<file path="src/rtl/alu_mc.sv">
// Multi-cycle handshaked ALU: single-cycle integer ops complete in one cycle,
// MUL/DIVU/REMU iterate once per bit in BUSY before presenting the result.
module alu_mc #(
  parameter int WIDTH = 8
) (
  input  logic             clk,
  input  logic             rst,
  input  logic             in_valid,
  output logic             in_ready,
  input  logic [3:0]       op,
  input  logic [WIDTH-1:0] num1,
  input  logic [WIDTH-1:0] num2,
  output logic             out_valid,
  input  logic             out_ready,
  output logic [WIDTH-1:0] result,
  output logic             carry_flag,
  output logic             negative_flag,
  output logic             zero_flag,
  output logic             overflow_flag,
  output logic [1:0]       state_dbg
);
  localparam int SHW = $clog2(WIDTH);
  localparam logic [SHW:0] SH_LIM = (SHW+1)'(WIDTH);
  localparam logic [SHW-1:0] CNT_INIT = SHW'(WIDTH - 1);

  // Handshakes: a transfer happens on a rising edge where valid & ready are both
  // high; valid never waits on ready, and ready depends only on registered state.
  typedef enum logic [1:0] {S_IDLE = 2'd0, S_BUSY = 2'd1, S_DONE = 2'd2} state_t;

  state_t             state_q, state_d;
  logic [SHW-1:0]     cnt_q, cnt_d;
  logic [3:0]         op_q, op_d;
  logic [WIDTH-1:0]   a_q, a_d, b_q, b_d;
  logic [2*WIDTH-1:0] prod_q, prod_d;
  logic [WIDTH-1:0]   result_q, result_d;
  logic               c_q, c_d, n_q, n_d, z_q, z_d, v_q, v_d;

  logic               cin;
  logic [WIDTH:0]     add_s, sub_d, shl_t, shr_t, sar_t;
  logic [WIDTH-1:0]   rol_r;
  logic [SHW-1:0]     sh;
  logic               sh_zero;
  logic [WIDTH-1:0]   sc_res;
  logic               sc_c, sc_v;

  // Single-cycle datapath, evaluated on the live inputs at accept time.
  always_comb begin
    cin     = (op == 4'd1 || op == 4'd3) ? c_q : 1'b0;
    add_s   = {1'b0, num1} + {1'b0, num2} + {{WIDTH{1'b0}}, cin};
    sub_d   = {1'b0, num1} - {1'b0, num2} - {{WIDTH{1'b0}}, cin};
    sh      = num2[SHW-1:0];
    sh_zero = (sh == '0);
    shl_t   = {1'b0, num1} << sh;
    shr_t   = {num1, 1'b0} >> sh;
    sar_t   = $signed({num1, 1'b0}) >>> sh;
    rol_r   = (num1 << sh) | (num1 >> (SH_LIM - {1'b0, sh}));
    if ({1'b0, sh} >= SH_LIM) rol_r = '0;
    sc_res  = '0;
    sc_c    = 1'b0;
    sc_v    = 1'b0;
    case (op)
      4'd0, 4'd1: begin
        sc_res = add_s[WIDTH-1:0];
        sc_c   = add_s[WIDTH];
        sc_v   = (num1[WIDTH-1] == num2[WIDTH-1]) && (add_s[WIDTH-1] != num1[WIDTH-1]);
      end
      4'd2, 4'd3: begin
        sc_res = sub_d[WIDTH-1:0];
        sc_c   = sub_d[WIDTH];
        sc_v   = (num1[WIDTH-1] != num2[WIDTH-1]) && (sub_d[WIDTH-1] != num1[WIDTH-1]);
      end
      4'd4:  sc_res = num1 & num2;
      4'd5:  sc_res = num1 | num2;
      4'd6:  sc_res = num1 ^ num2;
      4'd7:  sc_res = ~num1;
      4'd8: begin
        sc_res = shl_t[WIDTH-1:0];
        sc_c   = ~sh_zero & shl_t[WIDTH];
      end
      4'd9: begin
        sc_res = shr_t[WIDTH:1];
        sc_c   = ~sh_zero & shr_t[0];
      end
      4'd10: begin
        sc_res = sar_t[WIDTH:1];
        sc_c   = ~sh_zero & sar_t[0];
      end
      4'd11: begin
        sc_res = rol_r;
        sc_c   = ~sh_zero & rol_r[0];
      end
      default: sc_res = num2;
    endcase
  end

  logic [WIDTH:0]     mul_sum, div_sh;
  logic [WIDTH-1:0]   div_diff;
  logic               div_ge;
  logic [2*WIDTH-1:0] step;
  logic [WIDTH-1:0]   it_res;
  logic               it_c, it_v;

  // One iteration: MUL shifts {acc, multiplier} right; DIV shifts {rem, quot} left.
  always_comb begin
    mul_sum  = {1'b0, prod_q[2*WIDTH-1:WIDTH]} + (prod_q[0] ? {1'b0, a_q} : '0);
    div_sh   = prod_q[2*WIDTH-1:WIDTH-1];
    div_ge   = div_sh >= {1'b0, b_q};
    div_diff = div_sh[WIDTH-1:0] - b_q;
    if (op_q == 4'd12) step = {mul_sum, prod_q[WIDTH-1:1]};
    else step = {(div_ge ? div_diff : div_sh[WIDTH-1:0]), prod_q[WIDTH-2:0], div_ge};
    it_res = (op_q == 4'd14) ? step[2*WIDTH-1:WIDTH] : step[WIDTH-1:0];
    it_c   = (op_q == 4'd12) && (step[2*WIDTH-1:WIDTH] != '0);
    it_v   = (op_q == 4'd12) ? it_c : (b_q == '0);
  end

  always_comb begin
    state_d  = state_q;
    cnt_d    = cnt_q;
    op_d     = op_q;
    a_d      = a_q;
    b_d      = b_q;
    prod_d   = prod_q;
    result_d = result_q;
    c_d      = c_q;
    n_d      = n_q;
    z_d      = z_q;
    v_d      = v_q;
    case (state_q)
      S_IDLE: begin
        if (in_valid) begin
          op_d   = op;
          a_d    = num1;
          b_d    = num2;
          prod_d = {{WIDTH{1'b0}}, (op == 4'd12) ? num2 : num1};
          if (op >= 4'd12 && op <= 4'd14) begin
            state_d = S_BUSY;
            cnt_d   = CNT_INIT;
          end else begin
            state_d  = S_DONE;
            result_d = sc_res;
            c_d      = sc_c;
            v_d      = sc_v;
            n_d      = sc_res[WIDTH-1];
            z_d      = (sc_res == '0);
          end
        end
      end
      S_BUSY: begin
        prod_d = step;
        if (cnt_q == '0) begin
          state_d  = S_DONE;
          result_d = it_res;
          c_d      = it_c;
          v_d      = it_v;
          n_d      = it_res[WIDTH-1];
          z_d      = (it_res == '0);
        end else begin
          cnt_d = cnt_q - 1'b1;
        end
      end
      S_DONE: if (out_ready) state_d = S_IDLE;
      default: state_d = S_IDLE;
    endcase
  end

  always_ff @(posedge clk) begin
    if (rst) begin
      state_q  <= S_IDLE;
      cnt_q    <= '0;
      op_q     <= '0;
      a_q      <= '0;
      b_q      <= '0;
      prod_q   <= '0;
      result_q <= '0;
      c_q      <= 1'b0;
      n_q      <= 1'b0;
      z_q      <= 1'b0;
      v_q      <= 1'b0;
    end else begin
      state_q  <= state_d;
      cnt_q    <= cnt_d;
      op_q     <= op_d;
      a_q      <= a_d;
      b_q      <= b_d;
      prod_q   <= prod_d;
      result_q <= result_d;
      c_q      <= c_d;
      n_q      <= n_d;
      z_q      <= z_d;
      v_q      <= v_d;
    end
  end

  // The stored carry for ADC/SBB is the carry flag register itself.
  assign in_ready      = (state_q == S_IDLE);
  assign out_valid     = (state_q == S_DONE);
  assign result        = result_q;
  assign carry_flag    = c_q;
  assign negative_flag = n_q;
  assign zero_flag     = z_q;
  assign overflow_flag = v_q;
  assign state_dbg     = state_q;
endmodule

</file>
<file path="config.mk">
export PLATFORM = sky130hd
export DESIGN_NAME = alu_mc
export DESIGN_NICKNAME = d
export VERILOG_FILES = /design/src/rtl/alu_mc.sv
export SDC_FILE = /design/constraint.sdc
export NUM_CORES = 1
export LEC_CHECK = 0
export BUFFER_PORTS_ARGS = -buffer_cell sky130_fd_sc_hd__buf_2
export CORE_MARGIN = 4
export CORE_UTILIZATION = 30
export CTS_BUF_LIST = sky130_fd_sc_hd__clkbuf_8
export DETAILED_ROUTE_END_ITERATION = 16
export GPL_TIMING_DRIVEN = 0
export PLACE_DENSITY_LB_ADDON = 0.08
export RECOVER_POWER = 50
export SYNTH_ARGS = -nofsm -noshare
export SYNTH_HDL_FRONTEND = slang
export SYNTH_SLANG_ARGS = --single-unit
</file>
<file path="constraint.sdc">
create_clock -name clk -period 4.3 [get_ports clk]
set_input_delay 1.075 -clock clk [delete_from_list [all_inputs] [get_ports clk]]
set_output_delay 1.075 -clock clk [all_outputs]
set_load 0.05 [all_outputs]
</file>
==> results of run 1 <==
==> cells in the final DEF, fill, tap and decap left out, drive strengths merged, types with 9 or more instances in the layout <==
master,n
inv,52
and2,10
nand2b,18
mux4,9
mux2i,42
a311oi,11
nor3,22
buf,45
xnor2,19
nand2,96
clkbuf,67
a21oi,72
dfxtp,52
ha,51
o211ai,11
a211oi,14
nor2,74
nand3,20
o21ai,32
==> repair_timing <==
item                                    4_1_cts  5_1_grt
buffers inserted                              3        7
cloned                                        0        0
endpoints found under the setup margin        3        4
resized for setup                             4       20
pin swaps                                     1        9
==> layer usage <==
metal,GRT usage,up-vias,share of wire
met5,0,-,0
met1,0.296,3131,0.49
met4,0.0420,0,0.017
met2,0.328,135,0.46
li1,-,3090,-
met3,0.0213,23,0.034
==> synthesized netlist by cell type (7+ instances only) <==
cell and number:
mux4_2 7, clkbuf_8 11, a21o_1 8, o2111ai_1 8
nand2_1 96, nor2b_1 8, ha_1 51, dfxtp_1 52
xnor2_1 19, a211oi_1 14, a21oi_1 72, o21ai_0 31
a311oi_1 11, nor3_1 21, nand3_1 20, clkbuf_1 41
and2_1 9, nand2b_1 18, inv_1 51, a211o_1 7
o211ai_1 10, mux2i_1 42, nor2_1 74
==> worst register-to-register path: cells and delay by family, from the launching register on <==
| family | cells | cell delay (ps) |
|---|---|---|
| AO/OA/AOI/OAI | 4 | 720 |
| adder cells (fa/ha/maj) | 2 | 890 |
| AND/OR/NAND/NOR | 5 | 1490 |
| flip-flops | 1 | 430 |
==> flip-flops by register name (all words and copies together) (netlist names), 2 cells and up <==
name and flops:
prod_q 16, a_q 8, b_q 8, result 8, op_q 4, cnt_q 3, state_dbg 2
==> report_power, final <==
group | switching [mW] | internal [mW]
clock | 0.203 | 0.120
sequential | 0.0260 | 0.512
combinational | 0.473 | 0.277
total | 0.702 | 0.909
==> metrics by stage <==
stage / setup WS (ps) / instances / cell area, um^2
after global placement: -740 / 1134 / 6780
after global routing: -12.4 / 1147 / 6960
final: 103 / 1147 / 6960
after detailed placement: -644 / 1134 / 6780
after CTS: 2.76 / 1142 / 6880
after floorplan: 3.88 / 827 / 6250
==> worst paths after layout <==
path	startpoint	endpoint
hold reg to reg	result[1]	result[1]
hold / removal	result[1]	result[1]
setup / recovery	op[3]	zero_flag
setup reg to reg	carry_flag	zero_flag
==> area by class of cell <==
type                    instances  area, um^2
flip-flops and latches         52        1040
multi-input cells             659        4670
plain buffers                  60         365
clock buffers                   5        68.8
well taps                     270         338
inverters                      51         195
clock inverters                 3        25.0
fillers                      2270       13300
repair buffers                 47         255
==> kinds of logic (layout without fill, tap and decap cells) <==
group,count (synthesis),in the layout
xor+xnor,25,25
simple gates,294,294
flops,52,52
mux,54,54
buf+inv,116,166
fa+ha+maj,57,57
compound gates,229,229
==> results.cfg, run 1 <==
[timing]
slew_headroom = 0.444
tns_ps = 0
final.min_clock_period_ps = 4200
fmax_ghz = 0.238
hold_violations = 0
finClkSkew_ps = 12.0
rsz0062_at_grt = yes
maxSlewViolCount = 0
period_share = 0.976
setup_viol = 0
holdWs_ps = 457
worst_pin_slew_ps = 829

[synth]
synth_fa_ha_area_frac = 0.122
ys_types = 81
synth_compound_area_frac = 0.250
ys_ff_latch = 52
seq_area_frac_synth = 0.167
synth.largest_area_cell = dfxtp_1
avgSynthCellArea_um2 = 7.53
synth.area.top_cells = dfxtp_1, ha_1, mux2i_1, a21oi_1, nand2_1
synthSimpleGateAreaFrac = 0.228
netlist_instances = 827
async_flop_share = 0
synth_xor_area_frac = 0.0352
synth.top_cell.area_share = 0.167
yosysWarningCount = 0
synth_edf_count = 0
syn_area_mm2 = 0.00623
synth-main-ff-cell = dfxtp_1
post_synth_mux_area_share = 0.107
syn-num-nets = 908
synth_top_family_by_area = compound AO/OA/AOI/OAI gates

[detailed_routing]
wirelength_mm = 24.3
vias = 6379
firstDrtPassIters = 5
wl_per_cell_um = 21.2
ant_nets = 0
drc_errors = 0
drt_iter0_markers = 441
via_per_inst = 5.56

[die]
dieWidth_um = 152
core_mm2 = 0.0203
die_area_mm2 = 0.0231
rows = 52
initial_core_util = 0.307
die_y_um = 152
ioPinCount = 40

[worst_setup_path]
crit_top_cell = or4b_4
arrival_ps = 4470
slowest_stage = or4b_4
crit_fanout = 7
r2r_slack_ps = 720
cp-end-kind = flop
cp_top_family = simple AND/OR/NAND/NOR gates
slowest_delay_ps = 590
cp.depth = 13
worstSetupStartpointType = primary input
cp.required_ps = 4580
path_cells = buf_2 > nor2_4 > nand3_4 > fa_2 > fa_1 > nand2b_4 > a31oi_4 > nand4_1 > or4b_4 > a211o_1 > or4b_4 > o21ai_2 > a21o_1
crit_buf_inv = 1
r2r_cells = 11
critical_path_class = in2reg

[status]
status = finished, final reports clean

[placement]
port_buffers = 37
dp_hpwl_mm = 19.2
place_congestion = 0.945

[global_routing]
grt_usage = 0.204
grt_max_degree = 20
grt.overflow.total = 0
antenna_found_initial = 0
grt_pass1_vias = 6130
grt_pass1_wl_mm = 37.6

[clock_network]
cts_max_level = 2
cts.sink_count = 52
hold_buffers = 0
cts_root_buf = clkbuf_8
clk_pin_slew_ps = 100
clockBufferDepth = 2
worstSkewPairLatency_ps = 330
cts_tree = yes
numCtsBuffers = 5

[power]
vdd_drop_max_uv = 113
finalPower_mw = 1.61
p_leak_nw = 2.76
cellPowerDensity_mw_per_mm2 = 232

[final_layout]
utilization = 0.343
n_antenna_cell = 0
areaGrowthSynthToFinish_pct = 11.8
drive_above_1_share = 0.111
final_nets = 957

[hold_path]
hold_depth = 2
hold_class = reg2reg

[run]
cap_violations = 0
Note: power is estimated with default switching activity, not from simulation.
==> run 2, diff against run 1 <==
--- a/config.mk
+++ b/config.mk
@@ -13,6 +13,7 @@
 export GPL_TIMING_DRIVEN = 0
 export PLACE_DENSITY_LB_ADDON = 0.08
 export RECOVER_POWER = 50
+export SETUP_SLACK_MARGIN = 0.3
 export SYNTH_ARGS = -nofsm -noshare
 export SYNTH_HDL_FRONTEND = slang
 export SYNTH_SLANG_ARGS = --single-unit
==> constraint.sdc (replaced) <==
create_clock -name clk -period 4.6 [get_ports clk]
set_input_delay 1.15 -clock clk [delete_from_list [all_inputs] [get_ports clk]]
set_output_delay 1.15 -clock clk [all_outputs]
set_load 0.05 [all_outputs]
==> run 2 against run 1 <==
Against the previous run: design area up 2.4%; clock power down 6.8%; highest routed layer unchanged; clock-buffer cell count unchanged; final cell count up 1.5%; first-iteration DRC count up 24%; sequential power down 6.5%; global-route usage up 0.15 points; combinational power down 3.9%; utilization up 0.84 points; critical path depth up 1; power down 5.4%.
==> results.cfg, run 2 (synthesized netlist as in run 1, its figures left out) <==
[clock_network]
worstSkewPairLatency_ps = 330
cts_root_buf = clkbuf_8
cts_tree = yes
cts_max_level = 2
cts.sink_count = 52
hold_buffers = 0
numCtsBuffers = 5
clockBufferDepth = 2
clk_pin_slew_ps = 110

[hold_path]
hp-start = result[1]
hold_depth = 2
holdPathEnd = result[1]
hold_class = reg2reg

[final_layout]
final_nets = 974
layout.cells.most_common_list = nand2_1, nor2_1, a21oi_1
largest_register_ffs = 16
top_register = prod_q
drive_above_1_share = 0.126
fin_cells = 1164
fill_cells = 2261
areaGrowthSynthToFinish_pct = 14.5
n_antenna_cell = 0
layout_commonest_cell = nand2_1

[placement]
dp_hpwl_mm = 19.2
place_congestion = 0.919
pre_cts_slack_ps = -256
dp_cells = 1134
port_buffers = 37

[detailed_routing]
drt_iter0_markers = 546
firstDrtPassIters = 5
wirelength_mm = 24.7
wl_per_cell_um = 21.3
via_per_inst = 5.61
drc_errors = 0
ant_nets = 0
vias = 6530

[timing]
fin_ws_ps = 318
holdWs_ps = 460
finClkSkew_ps = 14.9
final.min_clock_period_ps = 4280
maxSlewViolCount = 0
setup_viol = 0
fmax_ghz = 0.234
period_share = 0.931
hold_violations = 0
tns_ps = 0
slew_headroom = 0.435
rsz0062_at_grt = yes
worst_pin_slew_ps = 836

[worst_setup_path]
cp.required_ps = 4870
critical_path_class = in2reg
crit_path_start = op[2]
worstSetupStartpointType = primary input
r2r_slack_ps = 980
r2r_cells = 10
cp-end-kind = flop
r2r-start = b_q[6]
crit_fanout = 4
rr_endpoint = carry_flag
arrival_ps = 4550

[global_routing]
grt_usage = 0.205
antenna_found_initial = 0
grt_pass1_vias = 6254
grt_max_degree = 19
grt_pass1_wl_mm = 38.0
grt.overflow.total = 0

[die]
die_y_um = 152
dieWidth_um = 152
core_mm2 = 0.0203
initial_core_util = 0.307
rows = 52
die_area_mm2 = 0.0231
ioPinCount = 40

[power]
finalPower_mw = 1.52
vdd_drop_max_uv = 108
cellPowerDensity_mw_per_mm2 = 214
p_leak_nw = 2.85

[status]
status = finished, final reports clean

[run]
cap_violations = 0
-- run 2: cell count changes in the layout (fill, tap and decap cells not counted), sizes merged --
cell / before / now
buf: 45 / 56
clkbuf: 67 / 73
inv: 52 / 50
clkinv: 0 / 1
clkinvlp: 2 / 3
-- run 2: repair_timing --
item,in CTS,in global routing
resized for setup,9,18
endpoints found under the setup margin,4,7
cloned,0,1
pin swaps,3,11
buffers inserted,4,18
-- run 2: worst max-delay path by stage --
| stage | end | slack, ps | cells after the start |
|---|---|---|---|
| floorplan | zero_flag | 240 | 14 |
| global placement | zero_flag | -270 | 16 |
| detailed placement | zero_flag | -260 | 14 |
| CTS | zero_flag | 300 | 15 |
| global route | result[6] | 170 | 12 |
| finish | zero_flag | 320 | 14 |
-- run 2: layer usage --
metal / GRT usage / vias to the layer above / routed length (um)
met1: 0.297 / 3146 / 11800
met5: 0 / - / 0
met3: 0.0228 / 31 / 1120
met2: 0.327 / 220 / 11300
li1: - / 3133 / -
met4: 0.0484 / 0 / 510
-- run 2: power by group --
part,switching (mW),internal (mW)
combinational,0.449,0.272
sequential,0.0239,0.479
clock,0.188,0.113
-- run 2: cell type report --
type | count | area [um^2] | share of cell area
Buffer | 64 | 440 | 0.0618
Multi-Input combinational cell | 659 | 4670 | 0.654
Inverter | 51 | 199 | 0.0279
Timing Repair Buffer | 60 | 349 | 0.0490
Clock buffer | 5 | 68.8 | 0.00965
Tap cell | 270 | 338 | 0.0474
Clock inverter | 3 | 27.5 | 0.00386
Sequential cell | 52 | 1040 | 0.146
-- run 2: metrics by stage --
stage               instance area, um^2  utilization
finish                             7130        0.351
detailed placement                 6820        0.336
CTS                                6970        0.343
global placement                   6820        0.336
global route                       7130        0.351
floorplan                          6290            -
-- run 2: critical path, stage by stage --
cell	delay, ps
buf_6	100
buf_6	120
nor2_4	140
nand3_4	130
fa_2	420
fa_1	450
nand2b_4	150
a31oi_1	180
nand4_1	120
or4b_4	570
a211o_1	280
or4b_1	510
o21ai_1	140
a21o_1	90
